**config.mk**
```make
export PLATFORM = sky130hd
export DESIGN_NAME = ext_bus_target_flat
export DESIGN_NICKNAME = d
export VERILOG_FILES = /design/src/rtl/ext_bus_if.sv /design/src/rtl/ext_bus_target.sv /design/src/flat_wrapper.sv
export SDC_FILE = /design/constraint.sdc
export NUM_CORES = 1
export LEC_CHECK = 0
export CORE_ASPECT_RATIO = 1.4
export CORE_UTILIZATION = 55
export CTS_CLUSTER_DIAMETER = 120
export DETAILED_ROUTE_END_ITERATION = 6
export PLACE_DENSITY = 0.77
export REMOVE_ABC_BUFFERS = 1
export SLEW_MARGIN = 20
export SYNTH_ARGS = -nofsm -noshare
export SYNTH_HDL_FRONTEND = slang
export SYNTH_SLANG_ARGS = --single-unit
```
**constraint.sdc**
```tcl
create_clock -name clk -period 4.5 [get_ports clk]
set_clock_uncertainty 0.05 [all_clocks]
set_input_delay 0.45 -clock clk [delete_from_list [all_inputs] [get_ports clk]]
set_output_delay 0.45 -clock clk [all_outputs]
set_load 0.05 [all_outputs]
```
**src/rtl/ext_bus_if.sv**
```systemverilog
// CPU-side asynchronous memory bus: address, split data paths, pad enable and active-low strobes.
interface ext_bus_if;
  logic [15:0] addr;
  logic [15:0] din;
  logic [15:0] dout;
  logic        oe;
  logic        rdn;
  logic        wr0n;
  logic        wr1n;

  modport master (output addr, din, rdn, wr0n, wr1n, input dout, oe);
  modport slave  (input addr, din, rdn, wr0n, wr1n, output dout, oe);
endinterface

```
**src/rtl/ext_bus_target.sv**
```systemverilog
// Bench-side responder on the CPU external bus: scratch, status, CPU->tester mailbox FIFO and
// tester->CPU command register with level interrupt. Strobes are asynchronous and synchronized here.
module ext_bus_target #(
  parameter logic [15:0] BASE_ADDR = 16'hFF00,
  parameter int unsigned FIFO_AW   = 3
) (
  input  logic            clk,
  input  logic            rst,
  ext_bus_if.slave        bus,
  output logic [15:0]     tb_data,
  output logic            tb_valid,
  input  logic            tb_ready,
  input  logic [15:0]     tb_cmd,
  input  logic            tb_cmd_wr,
  output logic            irq
);
  localparam int unsigned DEPTH = 1 << FIFO_AW;
  localparam logic [FIFO_AW:0]   CNT_ONE  = {{FIFO_AW{1'b0}}, 1'b1};
  localparam logic [FIFO_AW:0]   CNT_FULL = {1'b1, {FIFO_AW{1'b0}}};
  localparam logic [FIFO_AW-1:0] PTR_ONE  = {{(FIFO_AW-1){1'b0}}, 1'b1};

  typedef enum logic [2:0] {
    IDLE      = 3'd0,
    READ      = 3'd1,
    RD_END    = 3'd2,
    WRITE     = 3'd3,
    WR_COMMIT = 3'd4,
    ERR       = 3'd5
  } state_t;

  state_t state, next_state;
  logic [1:0] rdn_sync, wr0n_sync, wr1n_sync;
  logic s_rdn, s_wr0n, s_wr1n, wr_act;
  logic cap_rd, cap_wr, wr_first, rd_end, wr_commit, err_flag;
  logic [15:0] rd_addr, wr_addr, wr_data, rd_word, status_word, push_word, head_next, scratch, cmd;
  logic [1:0] wr_lanes;
  logic oe_r, cmd_valid, overflow, proto_err, in_hit, rd_hit, wr_hit;
  logic [15:0] dout_r;
  logic [15:0] mem [DEPTH];
  logic [FIFO_AW-1:0] rd_ptr, wr_ptr, rd_next, wr_next;
  logic [FIFO_AW:0] count, count_next;
  logic full, empty, push, pop, push_ok, ovf_set, status_clr, cmd_clr;

  assign s_rdn  = rdn_sync[1];
  assign s_wr0n = wr0n_sync[1];
  assign s_wr1n = wr1n_sync[1];
  assign wr_act = ~s_wr0n | ~s_wr1n;

  assign in_hit = (bus.addr[15:2] == BASE_ADDR[15:2]);
  assign rd_hit = (rd_addr[15:2] == BASE_ADDR[15:2]);
  assign wr_hit = (wr_addr[15:2] == BASE_ADDR[15:2]);

  assign bus.oe   = oe_r;
  assign bus.dout = dout_r;
  assign irq      = cmd_valid;

  // Two-stage synchronizers; strobes idle high out of reset.
  always_ff @(posedge clk or posedge rst) begin
    if (rst) begin
      rdn_sync  <= 2'b11;
      wr0n_sync <= 2'b11;
      wr1n_sync <= 2'b11;
    end else begin
      rdn_sync  <= {rdn_sync[0], bus.rdn};
      wr0n_sync <= {wr0n_sync[0], bus.wr0n};
      wr1n_sync <= {wr1n_sync[0], bus.wr1n};
    end
  end

  // Bus cycle state register.
  always_ff @(posedge clk or posedge rst) begin
    if (rst) state <= IDLE;
    else     state <= next_state;
  end

  // Next-state and per-cycle control strobes.
  always_comb begin
    next_state = state;
    cap_rd     = 1'b0;
    cap_wr     = 1'b0;
    wr_first   = 1'b0;
    rd_end     = 1'b0;
    wr_commit  = 1'b0;
    err_flag   = 1'b0;
    case (state)
      IDLE: begin
        if (~s_rdn & wr_act) begin
          next_state = ERR;
        end else if (~s_rdn) begin
          next_state = READ;
          cap_rd     = 1'b1;
        end else if (wr_act) begin
          next_state = WRITE;
          cap_wr     = 1'b1;
          wr_first   = 1'b1;
        end else begin
          next_state = IDLE;
        end
      end
      READ: begin
        if (s_rdn) next_state = RD_END;
        else       cap_rd = 1'b1;
      end
      RD_END: begin
        rd_end     = 1'b1;
        next_state = IDLE;
      end
      WRITE: begin
        if (~s_rdn)       next_state = ERR;
        else if (~wr_act) next_state = WR_COMMIT;
        else              cap_wr = 1'b1;
      end
      WR_COMMIT: begin
        wr_commit  = 1'b1;
        next_state = IDLE;
      end
      ERR: begin
        err_flag = 1'b1;
        if (s_rdn & ~wr_act) next_state = IDLE;
        else                 next_state = ERR;
      end
      default: next_state = IDLE;
    endcase
  end

  // Read mux over the register window, indexed by the live address.
  always_comb begin
    status_word = 16'h0000;
    status_word[15] = cmd_valid;
    status_word[14] = full;
    status_word[13] = empty;
    status_word[12] = overflow;
    status_word[11] = proto_err;
    status_word[FIFO_AW:0] = count;
    case (bus.addr[1:0])
      2'd0:    rd_word = scratch;
      2'd1:    rd_word = status_word;
      2'd2:    rd_word = tb_data;
      2'd3:    rd_word = cmd;
      default: rd_word = 16'h0000;
    endcase
  end

  // Read path: pad enable and data are re-evaluated every READ cycle; leaving READ drops OE.
  always_ff @(posedge clk or posedge rst) begin
    if (rst) begin
      oe_r    <= 1'b0;
      dout_r  <= 16'h0000;
      rd_addr <= 16'h0000;
    end else if (cap_rd) begin
      oe_r    <= in_hit;
      dout_r  <= rd_word;
      rd_addr <= bus.addr;
    end else begin
      oe_r    <= 1'b0;
      dout_r  <= 16'h0000;
    end
  end

  // Write capture; lane flags accumulate across the whole strobe window.
  always_ff @(posedge clk or posedge rst) begin
    if (rst) begin
      wr_addr  <= 16'h0000;
      wr_data  <= 16'h0000;
      wr_lanes <= 2'b00;
    end else if (cap_wr) begin
      wr_addr  <= bus.addr;
      wr_data  <= bus.din;
      wr_lanes <= (wr_first ? 2'b00 : wr_lanes) | {~s_wr1n, ~s_wr0n};
    end
  end

  assign push       = wr_commit & wr_hit & (wr_addr[1:0] == 2'd2);
  assign status_clr = rd_end & rd_hit & (rd_addr[1:0] == 2'd1);
  assign cmd_clr    = rd_end & rd_hit & (rd_addr[1:0] == 2'd3);
  assign push_word  = {wr_lanes[1] ? wr_data[15:8] : 8'h00, wr_lanes[0] ? wr_data[7:0] : 8'h00};
  assign full       = (count == CNT_FULL);
  assign empty      = (count == {(FIFO_AW+1){1'b0}});
  assign pop        = tb_valid & tb_ready;
  assign push_ok    = push & (~full | pop);
  assign ovf_set    = push & full & ~pop;
  assign rd_next    = pop ? rd_ptr + PTR_ONE : rd_ptr;
  assign wr_next    = push_ok ? wr_ptr + PTR_ONE : wr_ptr;

  // Next occupancy and next head word, bypassing a word written into the new head slot.
  always_comb begin
    if (push_ok & ~pop)      count_next = count + CNT_ONE;
    else if (pop & ~push_ok) count_next = count - CNT_ONE;
    else                     count_next = count;
    if (count_next == {(FIFO_AW+1){1'b0}}) head_next = 16'h0000;
    else if (push_ok && (wr_ptr == rd_next)) head_next = push_word;
    else head_next = mem[rd_next];
  end

  // FIFO storage.
  always_ff @(posedge clk) begin
    if (push_ok) mem[wr_ptr] <= push_word;
  end

  // FIFO pointers, occupancy and registered tester-side head.
  always_ff @(posedge clk or posedge rst) begin
    if (rst) begin
      rd_ptr   <= {FIFO_AW{1'b0}};
      wr_ptr   <= {FIFO_AW{1'b0}};
      count    <= {(FIFO_AW+1){1'b0}};
      tb_valid <= 1'b0;
      tb_data  <= 16'h0000;
    end else begin
      rd_ptr   <= rd_next;
      wr_ptr   <= wr_next;
      count    <= count_next;
      tb_valid <= (count_next != {(FIFO_AW+1){1'b0}});
      tb_data  <= head_next;
    end
  end

  // Scratch, command and sticky flags; event sets take priority over read clears.
  always_ff @(posedge clk or posedge rst) begin
    if (rst) begin
      scratch   <= 16'h0000;
      cmd       <= 16'h0000;
      cmd_valid <= 1'b0;
      overflow  <= 1'b0;
      proto_err <= 1'b0;
    end else begin
      if (wr_commit & wr_hit & (wr_addr[1:0] == 2'd0)) begin
        if (wr_lanes[0]) scratch[7:0]  <= wr_data[7:0];
        if (wr_lanes[1]) scratch[15:8] <= wr_data[15:8];
      end
      if (tb_cmd_wr) begin
        cmd       <= tb_cmd;
        cmd_valid <= 1'b1;
      end else if (cmd_clr) begin
        cmd_valid <= 1'b0;
      end
      if (ovf_set)         overflow <= 1'b1;
      else if (status_clr) overflow <= 1'b0;
      if (err_flag)        proto_err <= 1'b1;
      else if (status_clr) proto_err <= 1'b0;
    end
  end
endmodule

```
**src/flat_wrapper.sv**
```systemverilog
// flat-port wrapper written by rule: the top's interface ports become plain ports
module ext_bus_target_flat 
#(
  parameter logic [15:0] BASE_ADDR = 16'hFF00,
  parameter int unsigned FIFO_AW   = 3
)
  (clk, rst, tb_data, tb_valid, tb_ready, tb_cmd, tb_cmd_wr, irq, bus_addr, bus_din, bus_rdn, bus_wr0n, bus_wr1n, bus_dout, bus_oe);
  ext_bus_if bus_i ();
  input  logic clk;
  input  logic rst;
  output logic [15:0] tb_data;
  output logic tb_valid;
  input  logic tb_ready;
  input  logic [15:0] tb_cmd;
  input  logic tb_cmd_wr;
  output logic irq;
  input wire logic [$bits(bus_i.addr)-1:0] bus_addr;
  input wire logic [$bits(bus_i.din)-1:0] bus_din;
  input wire logic [$bits(bus_i.rdn)-1:0] bus_rdn;
  input wire logic [$bits(bus_i.wr0n)-1:0] bus_wr0n;
  input wire logic [$bits(bus_i.wr1n)-1:0] bus_wr1n;
  output wire logic [$bits(bus_i.dout)-1:0] bus_dout;
  output wire logic [$bits(bus_i.oe)-1:0] bus_oe;
  assign bus_i.addr = bus_addr;
  assign bus_i.din = bus_din;
  assign bus_i.rdn = bus_rdn;
  assign bus_i.wr0n = bus_wr0n;
  assign bus_i.wr1n = bus_wr1n;
  assign bus_dout = bus_i.dout;
  assign bus_oe = bus_i.oe;
  ext_bus_target #(.BASE_ADDR(BASE_ADDR), .FIFO_AW(FIFO_AW)) u_core (.clk(clk), .rst(rst), .bus(bus_i), .tb_data(tb_data), .tb_valid(tb_valid), .tb_ready(tb_ready), .tb_cmd(tb_cmd), .tb_cmd_wr(tb_cmd_wr), .irq(irq));
endmodule
```
==> results by group, run 1 <==
Run status
  – Status: finished clean

Worst setup path
  – Startpoint Class: flip-flop
  – Cell Chain, Critical Path: nor4_1 > and4_1 > and2_1 > o21ai_0 > nor3_2 > buf_12
  – R2R setup slack: 1.31 ns
  – Data required, critical path: 4.68 ns
  – Data arrival time of the worst path: 3.38 ns
  – Critical R2R Launch: u_core.state[1]
  – Critical path's slowest cell: nor3_2
  – Worst reg2reg path depth: 6
  – Worst setup path start: u_core.state[1]
  – Crit Path Class: flip-flop to flip-flop
  – Worst setup path endpoint: u_core.mem[1][13]
  – CP Max Fanout: 13
  – Worst setup EP type: flip-flop
  – Critical R2R Capture: u_core.mem[1][13]
  – Slowest cell delay on critical path: 0.68 ns

Yosys
  – Yosys warns: 0
  – Yosys cell types: 61
  – FF+latch count, synth: 266
  – Mapped Cells: 947
  – Post-synth ARST share: 51.9%
  – Ys flop type: dfrtp_1
  – Area of the mapped netlist: 12300 µm²
  – Syn Area/Cell: 13.0 µm²
  – Sequential share of the synthesized area: 59.3%
  – Post-synth EDFFs: 128

Clock network
  – Clk sink count: 266
  – Skew-Pair Late Insertion Delay: 0.53 ns
  – Cts repair resizes: 0
  – CTS tree: done
  – Htree depth: 1
  – Clock buffer count from CTS: 25
  – Hold buffer count at CTS: 0
  – Clock transition at path regs: 0.06 ns
  – Clock tree buffer depth: 3
  – Post-CTS setup buffers: 0
  – CTS Root Cell: clkbuf_16

Global route
  – Tot GR Track Use: 27.9%
  – Initial antenna violation count: 0
  – Global-route wire length before repair: 47800 µm
  – Total gr overflow: 0
  – Vias in the first global route: 8516
  – Largest net degree at the start of global routing: 101

Pwr
  – Maximum vdd drop: 0.386 mV
  – Leakage power: 5.45 nW
  – Power Dens Cells: 626 nW/µm²
  – Pwr Total: 8.96 mW

Routing
  – Remaining antenna violation count after routing: 0
  – Iteration-0 DRC Markers: 739
  – Vias: 8407
  – Routed vias/inst: 6.33
  – DR WL/cell: 23.3 µm
  – WL final: 31000 µm
  – DR pass1 iterations: 7
  – DRC viols: 0

Timing
  – Worst Tran Pin Value: 1.04 ns
  – Unrepaired setup endpoints after global routing: false
  – Setup TNS: 0 ns
  – Fin. Hold Viols: 0
  – Worst setup margin: 1.31 ns
  – Setup violations, final: 0
  – Min Tclk post-route: 3.19 ns
  – Period utilization: 71.0%
  – Fin. max-slew vios: 0
  – Relative slew slack: 30.3%
  – FMAX: 313 MHz
  – Final hold slack: 0.280 ns

Floorplan
  – Starting density of the core: 56.2%
  – Core Region: 21900 µm²
  – Io pins: 90
  – DIE HEIGHT: 179 µm
  – Full die area: 23000 µm²
  – Die width: 129 µm
  – Row cnt: 64

Min path
  – Hold wc startpoint: bus_wr0n
  – Hold Path Depth: 1
  – Worst hold-check path type: primary input to flip-flop

Cells and area
  – Final core occ: 65.2%
  – Antenna diodes: 0
  – Commonest cells after routing, fill and taps aside: 131 x dfrtp_1, 128 x edfxtp_1, 92 x nor2_1, 88 x clkdlybuf4s50_1, 73 x mux2i_1
  – Net count, final: 1073
  – Synth-to-Final Area Change: 16.1%
  – Cell area after layout: 14300 µm²
  – Final non-filler cell total: 1328
  – Share of layout cells above drive strength 1: 15.8%
  – Most common cell after layout, fill and taps aside: dfrtp_1

Place
  – I/O Buffers: 89
  – Placed insts: 1282
  – Pre-CTS setup slack: 1.03 ns
  – Gpl congestion: 0.873
  – Final HPWL DP: 19400 µm
  – Post-DP Area: 13500 µm²

Run
  – Maxcap violations: 0
[worst min path at each step]
| stage | slack [ns] | end |
|---|---|---|
| 3_5_place_dp | 0.30 | u_core.wr1n_sync[1] |
| 5_1_grt | 0.28 | u_core.wr1n_sync[0] |
| 3_3_place_gp | 0.30 | u_core.wr1n_sync[1] |
| 4_1_cts | 0.27 | u_core.wr0n_sync[0] |
| 2_1_floorplan | 0.30 | u_core.rdn_sync[1] |
| 6_report | 0.28 | u_core.wr0n_sync[0] |
[worst max-delay path, delay by kind of cell (launching register included)]
| kind | cells | cell delay, ns |
|---|---|---|
| AO/OA/AOI/OAI | 1 | 0.35 |
| buffers and inverters | 1 | 0.23 |
| flip-flops | 1 | 0.50 |
| AND/OR/NAND/NOR | 4 | 1.76 |
[synthesized netlist by cell type (11+ instances only)]
library cell    n  share of area (%)
nor2_1         92                2.8
nor2b_1        11               0.56
mux2i_1        73                5.9
mux2_2         65                5.9
inv_1          13               0.40
a22oi_1        15               0.91
edfxtp_1      128                 31
mux2_1         17                1.6
nand3_1        19               0.77
nand2_1        31               0.94
buf_2          13               0.53
and2_1         18               0.91
nor3b_1        60                3.7
clkbuf_1       49                1.5
a2111oi_0      60                4.3
dfrtp_1       132                 27
nor4_1         20                1.0
[metal layers]
| metal | up-vias | track usage, % | share of wire [%] |
|---|---|---|---|
| li1 | 3724 | - | - |
| met1 | 4244 | 34.8 | 38 |
| met2 | 351 | 48.1 | 51 |
| met3 | 88 | 4.06 | 6.8 |
| met4 | 0 | 12.4 | 4.2 |
| met5 | - | 0 | 0 |
[flip-flops by register name (all words and copies together), names as in the netlist]
name / flops
u_core.mem: 128
u_core.bus.dout: 16
u_core.cmd: 16
u_core.rd_addr: 16
u_core.scratch: 16
u_core.tb_data: 16
u_core.wr_addr: 16
u_core.wr_data: 16
u_core.count: 4
u_core.rd_ptr: 3
u_core.state: 3
u_core.wr_ptr: 3
u_core.rdn_sync: 2
u_core.wr0n_sync: 2
u_core.wr1n_sync: 2
u_core.wr_lanes: 2
u_core.bus.oe: 1
u_core.irq: 1
u_core.overflow: 1
u_core.proto_err: 1
u_core.tb_valid: 1
[area by class of cell]
type                       count  area (µm²)
clock buffer                  33         696
clock inverter                12        63.8
sequential                   266        7310
tap                          297         372
fill                        1696        7630
timing repair buffer         111        1110
multi-input combinational    594        4700
inverter                      15        61.3
[report_power, final]
group / switching (mW) / internal [mW]
Combinational: 1.99 / 1.30
Sequential: 0.543 / 3.14
Clock: 0.888 / 1.09
Total: 3.42 / 5.53
[cells by family (layout without fill, tap and decap cells)]
| group | Yosys count | in the layout | share of synthesized area [%] |
|---|---|---|---|
| AOI/OAI and AO/OA | 121 | 121 | 7.97 |
| xor gates and xnor gates | 9 | 9 | 0.701 |
| adders and majority gates | 6 | 6 | 0.589 |
| buffers and inverters | 87 | 171 | 3.06 |
| DFF | 266 | 266 | 59.3 |
| muxes | 165 | 165 | 15.2 |
| and+or+nand+nor | 293 | 293 | 13.2 |
No activity file was read; power rests on OpenSTA's default activity.
==> run 2: changes to the inputs <==
- CORE_UTILIZATION: 55 -> 53
- clock period: 4.5 -> 2.7 ns (I/O delays scaled with it)
==> run 2 against run 1 <==
Compared with the run above:
- final area is 3.9% higher
- non-clock buffer count is 44 higher
- via count is 0.74% higher
- sequential share of layout area is 1.9 points lower
- total power is 74% higher
- sequential power is 60% higher
- fmax is 23% higher
- largest cell class unchanged
- utilization is 0.33 points higher
- final cell count is 3.4% higher
- largest power group is now combinational logic
==> results by group, run 2 (same netlist as run 1, synthesis figures left out) <==
Run status
  – Status: finished clean

Pwr
  – Leakage power: 5.74 nW
  – Pwr Total: 15.6 mW
  – Maximum vdd drop: 0.683 mV
  – Power Dens Cells: 1050 nW/µm²

Clock network
  – Post-CTS setup buffers: 0
  – Cts repair resizes: 0
  – Htree depth: 1
  – Clock transition at path regs: 0.07 ns
  – Skew-Pair Late Insertion Delay: 0.52 ns
  – Clock buffer count from CTS: 23
  – CTS Root Cell: clkbuf_16
  – Clock tree buffer depth: 3
  – CTS tree: done
  – Clk sink count: 266

Timing
  – Setup violations, final: 0
  – Worst Tran Pin Value: 0.817 ns
  – Min Tclk post-route: 2.60 ns
  – Period utilization: 96.2%
  – Worst setup margin: 0.103 ns
  – Relative slew slack: 45.0%
  – Unrepaired setup endpoints after global routing: false
  – Final hold slack: 0.113 ns
  – Fin. Hold Viols: 0
  – Fin. max-slew vios: 0
  – FMAX: 385 MHz

Worst setup path
  – Data required, critical path: 2.88 ns
  – Data arrival time of the worst path: 2.77 ns
  – Worst setup EP type: flip-flop
  – Crit Path Class: flip-flop to flip-flop
  – CP Max Fanout: 5
  – Startpoint Class: flip-flop

Cells and area
  – Layout fillers: 1615
  – Net count, final: 1115
  – Share of layout cells above drive strength 1: 19.5%
  – Most common cell after layout, fill and taps aside: dfrtp_1
  – Synth-to-Final Area Change: 20.7%
  – Commonest cells after routing, fill and taps aside: 131 x dfrtp_1, 128 x edfxtp_1, 92 x nor2_1, 88 x clkdlybuf4s50_1, 73 x mux2i_1
  – Biggest register: u_core.mem
  – Largest register FFs: 128
  – Antenna diodes: 0
  – Final non-filler cell total: 1373

Routing
  – Vias: 8469
  – Iteration-0 DRC Markers: 721
  – WL final: 30100 µm
  – DRC viols: 0
  – DR pass1 iterations: 5
  – Remaining antenna violation count after routing: 0
  – DR WL/cell: 21.9 µm
  – Routed vias/inst: 6.17

Place
  – Final HPWL DP: 20700 µm
  – Placed insts: 1331
  – Pre-CTS setup slack: 0.0411 ns
  – I/O Buffers: 89
  – Gpl congestion: 0.836

Floorplan
  – Core Region: 22700 µm²
  – DIE HEIGHT: 182 µm
  – Starting density of the core: 54.3%
  – Full die area: 23900 µm²
  – Row cnt: 65
  – Die width: 131 µm
  – Io pins: 90

Global route
  – Tot GR Track Use: 26.1%
  – Initial antenna violation count: 0
  – Global-route wire length before repair: 47300 µm
  – Total gr overflow: 0
  – Vias in the first global route: 8561
  – Largest net degree at the start of global routing: 68

Min path
  – Worst hold-check path type: primary input to flip-flop

Run
  – Maxcap violations: 0
## run 2: cell count changes in the layout (fill, tap and decap cells not counted), moves of 2 or more
cell,change
clkbuf_1,-3
clkinv_1,-2
buf_12,+18
buf_4,+27
bufinv_16,+3
## run 2: worst paths after layout
path / start / endpoint / slack, ns / cells after the start
hold reg to reg: u_core.wr1n_sync[0] / u_core.wr1n_sync[1] / 0.31 / 0
setup / recovery: u_core.state[1] / u_core.mem[2][7] / 0.10 / 7
setup reg to reg: u_core.state[1] / u_core.mem[2][7] / 0.10 / 7
max in group asynchronous: rst / u_core.wr0n_sync[0] / 1.77 / 3
hold / removal: bus_wr0n / u_core.wr0n_sync[0] / 0.11 / 1
min in group asynchronous: rst / u_core.cmd[10] / 0.15 / 2
## run 2: power by group
group	switching [mW]	total (mW)	leakage, nW	internal (mW)
clock network	1.47	3.49	0.400	2.03
logic	3.61	6.23	2.50	2.62
registers	0.643	5.88	2.84	5.24
## run 2: cell type report
class                      count  area (µm²)  area share [%]
clock buffer                  29         659            4.43
clock inverter                13         149            1.00
inverter                      15        61.3           0.412
multi-input combinational    594        4680            31.5
sequential                   266        7310            49.1
tap                          301         377            2.53
timing repair buffer         155        1640            11.1
## run 2: what timing repair did
action	in CTS	in global routing
hold endpoints to repair	0	0
setup endpoints to repair	0	20
hold buffers	0	0
## run 2: metrics by stage
| step | instance area [µm²] | utilization (%) | TNS, ns |
|---|---|---|---|
| global route | 14900 | 65.6 | 0 |
| finish | 14900 | 65.6 | 0 |
| global placement | 14100 | 62.0 | 0 |
| CTS | 14900 | 65.6 | 0 |
| floorplan | 12000 | - | -305.77 |
| detailed placement | 14100 | 62.0 | 0 |
## run 2: critical path, cell delays in order (launching register included)
cell and delay, ns:
dfrtp_1 0.38, nor4_1 0.37, buf_4 0.19, and4_1 0.20, and2_1 0.17, o21ai_0 0.30, nor3_2 0.41, buf_4 0.23
## run 2: per-layer routing
layer,vias to the layer above,global-route usage [%],routed length (µm)
li1,3813,-,-
met1,4272,33.3,11600
met2,313,44.8,15700
met3,71,3.02,1690
met4,0,10.9,1100
met5,-,0,0
==> run 3: changes to the inputs <==
- ABC_CLOCK_PERIOD_IN_PS: not set -> 2700
- CELL_PAD_IN_SITES_DETAIL_PLACEMENT: not set -> 1
- CELL_PAD_IN_SITES_GLOBAL_PLACEMENT: not set -> 2
- CORE_UTILIZATION: 53 -> 37
==> run 3 against run 2 <==
Compared with the run above:
- global-route usage down 5.1 points
- fmax decreased by 0.22%
- final cell count up 13%
- sequential share of layout area shrank 1.6 points
- combinational power increased by 11%
- sequential power about the same
- final area up 3.5%
- largest cell class unchanged
==> results by group, run 3 (same netlist as run 1, synthesis figures left out) <==
Cells and area
  – Most common cell after layout, fill and taps aside: dfrtp_1
  – Largest register FFs: 128
  – Multi-input gate area: 4700 µm²
  – Layout fillers: 3394
  – Cell area after layout: 15400 µm²
  – Register area: 7310 µm²
  – Net count, final: 1158
  – Commonest cells after routing, fill and taps aside: 131 x dfrtp_1, 128 x edfxtp_1, 92 x nor2_1, 88 x clkdlybuf4s50_1, 85 x buf_4
  – Biggest register: u_core.mem
  – Share of layout cells above drive strength 1: 22.2%
  – Antenna diodes: 0
  – Synth-to-Final Area Change: 24.9%

Global route
  – Vias in the first global route: 9397
  – Tot GR Track Use: 21.0%
  – Total gr overflow: 0
  – Global-route wire length before repair: 54400 µm
  – Initial antenna violation count: 0
  – Largest net degree at the start of global routing: 54

Clock network
  – Hold buffer count at CTS: 0
  – Skew-Pair Late Insertion Delay: 0.54 ns
  – CTS Root Cell: clkbuf_16
  – Clk sink count: 266
  – Cts repair resizes: 0
  – CTS tree: done
  – Htree depth: 1
  – Clock tree buffer depth: 3
  – Clock buffer count from CTS: 26
  – Clock transition at path regs: 0.06 ns
  – Post-CTS setup buffers: 0

Routing
  – Routed vias/inst: 5.43
  – DRC viols: 0
  – Vias: 8462
  – Remaining antenna violation count after routing: 0
  – WL final: 34600 µm
  – DR pass1 iterations: 5
  – DR WL/cell: 22.2 µm
  – Iteration-0 DRC Markers: 453

Worst setup path
  – Most Frequent Cell on Critical Path: buf_4
  – Worst setup path endpoint: u_core.tb_data[9]
  – Worst setup path start: u_core.rd_ptr[0]
  – Slowest cell delay on critical path: 0.44 ns
  – Critical R2R Launch: u_core.rd_ptr[0]
  – Crit Path Class: flip-flop to flip-flop
  – Worst reg2reg path depth: 9
  – Startpoint Class: flip-flop
  – Critical R2R Capture: u_core.tb_data[9]
  – CP Max Fanout: 10
  – Stages on the worst setup path: 9
  – Worst setup EP type: flip-flop
  – Critical path's slowest cell: nor4_1
  – R2R setup slack: 0.1 ns
  – WP buf/inv: 2
  – Cell Chain, Critical Path: ha_1 > and4_1 > a31oi_1 > buf_4 > a2111oi_0 > buf_4 > nor4_1 > nand2_1 > a22oi_1
  – Data required, critical path: 3.10 ns
  – Data arrival time of the worst path: 3.00 ns
  – Family with the most delay on the worst path: simple AND/OR/NAND/NOR gates

Place
  – Post-DP Area: 14600 µm²
  – Final HPWL DP: 24300 µm
  – Gpl congestion: 0.816
  – I/O Buffers: 89
  – Pre-CTS setup slack: -0.159 ns

Timing
  – Worst Tran Pin Value: 0.786 ns
  – Fin. Hold Viols: 0
  – FMAX: 384 MHz
  – Setup violations, final: 0
  – Min Tclk post-route: 2.60 ns
  – Setup TNS: 0 ns
  – Relative slew slack: 46.3%
  – Worst setup margin: 0.0967 ns
  – Period utilization: 96.4%
  – Fin. max-slew vios: 0
  – Unrepaired setup endpoints after global routing: false

Min path
  – Worst hold-check path type: primary input to flip-flop
  – Hold wc startpoint: bus_wr0n

Floorplan
  – DIE HEIGHT: 218 µm
  – Io pins: 90
  – Die width: 156 µm
  – Starting density of the core: 37.8%
  – Row cnt: 78
  – Core Region: 32600 µm²
  – Full die area: 34100 µm²

Pwr
  – Leakage power: 5.95 nW
  – Power Dens Cells: 1060 nW/µm²
  – Maximum vdd drop: 0.540 mV

Run
  – Maxcap violations: 0

Run status
  – Status: finished clean
[run 3: changes by cell type in the layout (fill, tap and decap cells not counted), moves of 3 or more]
cell / before / now
clkbuf_4: 0 / 3
clkbuf_1: 1 / 8
clkinv_2: 7 / 3
clkbuf_16: 24 / 28
bufinv_16: 3 / 0
buf_4: 45 / 85
[run 3: how the worst min path moves through the flow]
stage / to / slack (ns) / cells after the start
floorplan: u_core.rdn_sync[0] / 0.22 / 0
global placement: u_core.wr1n_sync[1] / 0.30 / 0
detailed placement: u_core.wr1n_sync[1] / 0.30 / 0
CTS: u_core.rdn_sync[0] / 0.06 / 1
global route: u_core.wr0n_sync[0] / 0.08 / 1
finish: u_core.wr0n_sync[0] / 0.08 / 1
[run 3: per-layer routing]
layer,GRT usage (%),vias to the layer above,wire length [µm]
met5,0,-,0
met2,39.0,157,18600
met1,25.2,4375,14100
li1,-,3885,-
met3,2.25,45,1150
met4,6.50,0,756
[run 3: through the flow]
step | hold WS, ns | std cells | power (mW) | util, %
3_3_place_gp | 0.296 | 1510 | 12.6 | 44.6
3_5_place_dp | 0.299 | 1510 | 12.8 | 44.6
6_report | 0.0849 | 1558 | 16.3 | 47.2
4_1_cts | 0.0624 | 1558 | 16.4 | 47.2
2_1_floorplan | 0.224 | 875 | 9.63 | -
5_1_grt | 0.0774 | 1558 | 17.1 | 47.2
[run 3: layout make-up]
type / instances / area share (%)
clock inverters: 5 / 0.146
repair buffers: 195 / 12.6
flip-flops and latches: 266 / 47.5
clock buffers: 43 / 5.25
well taps: 440 / 3.58
multi-input cells: 594 / 30.5
inverters: 15 / 0.398
[run 3: report_power, final]
| part | leakage (nW) | internal, mW | total, mW | switching (mW) |
|---|---|---|---|---|
| Clock | 0.412 | 2.04 | 3.57 | 1.53 |
| Combinational | 2.70 | 2.97 | 6.89 | 3.92 |
| Sequential | 2.84 | 5.24 | 5.85 | 0.608 |
[run 3: worst reg2reg max path, stage by stage, from the launching register on]
cell       delay [ns]
dfrtp_1          0.39
ha_1             0.41
and4_1           0.25
a31oi_1          0.21
buf_4            0.25
a2111oi_0        0.08
buf_4            0.15
nor4_1           0.44
nand2_1          0.12
a22oi_1          0.15
